## src/rtl/rot_word_loader.sv

```systemverilog
// Narrow-beat operand assembler feeding the rot rotator.
// Collects N/W beats plus the beat-0 rotate amount, then holds the word.
module rot_word_loader #(
  parameter  int N      = 256,
  parameter  int log2_N = 8,
  parameter  int W      = 32,
  localparam int BEATS  = N / W,
  localparam int CW     = (BEATS > 1) ? $clog2(BEATS) : 1
) (
  input  logic              clk,
  input  logic              rst,
  input  logic              abort,
  input  logic              in_valid,
  output logic              in_ready,
  input  logic [0:W-1]      in_data,
  input  logic [0:log2_N-1] in_k,
  output logic              out_valid,
  input  logic              out_ready,
  output logic [0:N-1]      out_bits,
  output logic [0:log2_N-1] out_k,
  output logic [CW-1:0]     beat_cnt
);

  typedef enum logic [1:0] {
    IDLE,
    FILL,
    HOLD
  } state_t;

  localparam logic [CW-1:0] LAST  = CW'(BEATS - 1);
  localparam logic [CW-1:0] FIRST = (BEATS == 1) ? '0 : CW'(1);

  state_t        state;
  logic          in_fire;
  logic          out_fire;
  logic          first;
  logic [CW-1:0] wr_idx;

  assign in_ready = !abort && (state != HOLD || out_ready);
  assign in_fire  = in_valid && in_ready;
  assign out_fire = out_valid && out_ready;

  always_comb begin
    first  = 1'b0;
    wr_idx = '0;
    if (state == FILL) begin
      wr_idx = beat_cnt;
    end else begin
      first = in_fire;
    end
  end

  // Data path: in_fire is already masked by abort through in_ready.
  always_ff @(posedge clk or posedge rst) begin
    if (rst) begin
      out_bits <= '0;
      out_k    <= '0;
    end else if (in_fire) begin
      for (int j = 0; j < BEATS; j++) begin
        if (wr_idx == CW'(j)) begin
          out_bits[j*W +: W] <= in_data;
        end
      end
      if (first) begin
        out_k <= in_k;
      end
    end
  end

  always_ff @(posedge clk or posedge rst) begin
    if (rst) begin
      state     <= IDLE;
      beat_cnt  <= '0;
      out_valid <= 1'b0;
    end else if (abort) begin
      state     <= IDLE;
      beat_cnt  <= '0;
      out_valid <= 1'b0;
    end else begin
      unique case (state)
        IDLE: begin
          if (in_fire) begin
            beat_cnt <= FIRST;
            if (BEATS == 1) begin
              state     <= HOLD;
              out_valid <= 1'b1;
            end else begin
              state <= FILL;
            end
          end
        end
        FILL: begin
          if (in_fire) begin
            if (beat_cnt == LAST) begin
              beat_cnt  <= '0;
              state     <= HOLD;
              out_valid <= 1'b1;
            end else begin
              beat_cnt <= beat_cnt + CW'(1);
            end
          end
        end
        HOLD: begin
          if (out_fire) begin
            if (in_fire) begin
              beat_cnt <= FIRST;
              if (BEATS == 1) begin
                state     <= HOLD;
                out_valid <= 1'b1;
              end else begin
                state     <= FILL;
                out_valid <= 1'b0;
              end
            end else begin
              state     <= IDLE;
              out_valid <= 1'b0;
            end
          end
        end
        default: begin
          state     <= IDLE;
          beat_cnt  <= '0;
          out_valid <= 1'b0;
        end
      endcase
    end
  end

endmodule

```

## config.mk

```make
export PLATFORM = sky130hd
export DESIGN_NAME = rot_word_loader
export DESIGN_NICKNAME = d
export VERILOG_FILES = /design/src/rtl/rot_word_loader.sv
export SDC_FILE = /design/constraint.sdc
export NUM_CORES = 1
export LEC_CHECK = 0
export CELL_PAD_IN_SITES_DETAIL_PLACEMENT = 1
export CELL_PAD_IN_SITES_GLOBAL_PLACEMENT = 2
export CORE_MARGIN = 3
export CORE_UTILIZATION = 25
export DETAILED_ROUTE_END_ITERATION = 16
export PLACE_DENSITY = 0.71
export SLEW_MARGIN = 20
export SYNTH_ARGS = -nofsm -noshare
export SYNTH_HDL_FRONTEND = slang
export SYNTH_SLANG_ARGS = --single-unit
```

## constraint.sdc

```tcl
create_clock -name clk -period 9.98 [get_ports clk]
set_input_delay 2.994 -clock clk [delete_from_list [all_inputs] [get_ports clk]]
set_output_delay 2.994 -clock clk [all_outputs]
set_load 0.03 [all_outputs]
```

==> metrics.cfg <==
[outcome]
outcome=finished clean

[critical_path]
path_buf_inv=2
ff2ff_path_depth=4
cp.arrival_ns=4.78
rr_endpoint=out_bits[65]
crit_type=in -> out
reg2reg_from=state[0]
reg2reg_slack_ns=7.22
end_kind=output port
cpPeakStageDelay_ns=0.63
worstPathCellList=clkdlybuf4s50_1 -> nor3b_2 -> nor2_1 -> clkdlybuf4s50_1
crit_family=buffers and inverters
crit_top_cell=clkdlybuf4s50_1
crit_slowest_cell=clkdlybuf4s50_1
startpoint_type=input port
crit_path_max_fanout=5
crit_required_ns=6.99

[logic_synthesis]
async_flop_share=1.000
syn_area_sq_um=10340
synth_common_cells=dfrtp_1 (270), mux2_2 (227), mux2_4 (30), buf_2 (23), mux2_1 (9)
yosysMostFrequentCell=dfrtp_1
synth_ff_type=dfrtp_1
netlist_instances=606
synth_top_area_frac=0.6534
synth_top_family_by_area=multiplexers
synth_area_leaders=dfrtp_1 (65%), mux2_2 (25%), mux2_4 (4.4%)
synth_compound_area_frac=0.006655
yosysWarningCount=0
syn_nets=653
synthSimpleGateAreaFrac=0.02069
synth_largest_area_cell=dfrtp_1
yosysUniqueCellTypes=34
synth-edff-count=0
synth_mux_area_frac=0.3006
synth_fa_ha_area_frac=0.002420
syn_area_per_cell_sq_um=17.06
ys_ff_latch=270
synth_xor_area_frac=0
seq_area_frac_synth=0.6534

[detailed_routing]
wl_um=31550
vias_per_cell=4.381
ant_nets=0
routedWlPerCell_um=21.31
num_vias=6484
firstDrtPassIters=4
remaining_drc_errors=0
drt_first_iter_violations=219

[final_layout]
drive_gt1_frac=0.3382
final_nets=984
syn2layout_area_growth_pct=46.10
diodes=0

[pwr]
p_leak_nw=6.941
power-per-cell-area_nw_per_um2=185.5
irDropWorstVdd_mv=0.1359
p_total_mw=2.802

[floorplan]
die_y_um=209.4
die_area_sq_um=43840
coreArea_sq_um=40280
dieWidth_um=209.4
rows=73
ios=314
start_util=0.2567

[timing]
relSlewSlack=0.3116
max_clock_freq_mhz=128.6
tightest_slew_ns=1.033
fin_tns_setup_ns=0
skew_ns=0.02277
grt_setup_unrepaired=false
period_share=0.7791
whs_ns=0.4899
finalHoldViolations=0
setup_viol=0
slew_violations=0
final.min_clock_period_ns=7.775

[clock_network]
post_cts_buffers=0
numCtsBuffers=31
cts_resized=0
cts_max_level=1
cts-root-buf=clkbuf_16
clk_pin_slew_ns=0.05
tritoncts=done
clk_latency_ns=0.56
clkSinkCount=270
postCtsHoldBufs=0
clockBufferDepth=3

[placement]
dp_hpwl_um=21040
portBuffers=313
gp_congestion=0.7169

[flow_run]
cap_violations=0

[min_path]
worstHoldPathType=reg -> reg
hp-start=out_bits[193]
holdPathStages=1
hold_end=out_bits[193]

[global_routing]
grt_max_degree=161
grt_remaining_overflow=0
grt_pass1_vias=7045
antenna_found_initial=0
track_usage=0.1409
grt_pass1_wl_um=47850

[cell families after synthesis]
family | count (synthesis)
flops | 270
simple gates | 28
buf+inv | 31
compound gates | 9
fa+ha+maj | 2
mux | 266
[layout by cell type, fill, tap and decap left out, drive strengths merged, types with 3 or more instances in the layout]
cell type / n
nand2b: 3
buf: 14
nor3b: 4
mux2: 266
nor2: 4
clkbuf: 47
clkdlybuf4s50: 313
dfrtp: 270
[worst max-delay path by stage]
stage	from	endpoint	cells past startpoint
detailed placement	out_ready	in_ready	4
finish	out_ready	in_ready	4
global placement	out_ready	in_ready	4
floorplan	abort	in_ready	2
global route	out_ready	in_ready	4
CTS	out_ready	in_ready	4
[through the flow]
step	cell area (sq um)	cells	worst slack, ns	util
floorplan	10340	606	3.385	-
global placement	14120	1429	2.196	0.3506
detailed placement	14120	1429	2.183	0.3506
CTS	15110	1480	2.182	0.3751
global route	15110	1480	2.139	0.3751
finish	15110	1480	2.205	0.3751
[metal layers]
layer	vias to the layer above	share of wire	track usage
met3	38	0.073	0.04694
li1	2834	-	-
met1	3424	0.43	0.1814
met2	188	0.48	0.2337
met4	0	0.018	0.02656
met5	-	0	0
[cell type report]
class                      instances  area [sq um]
sequential                       270          6756
clock buffer                      47         915.9
tap                              525         656.9
clock inverter                     4         70.07
inverter                           2         11.26
fill                            4148         25170
multi-input combinational        305          3446
timing repair buffer             327          3251
[power breakdown]
part | internal [mW] | switching, mW
clock | 0.673 | 0.440
sequential | 1.17 | 0.0405
combinational | 0.206 | 0.271
[sequential cells by signal, indices dropped and copies added (netlist names)]
name and count:
state 2, out_k 8, out_bits 256, out_valid 1, beat_cnt 3
Power figures use the tool's default switching activity.
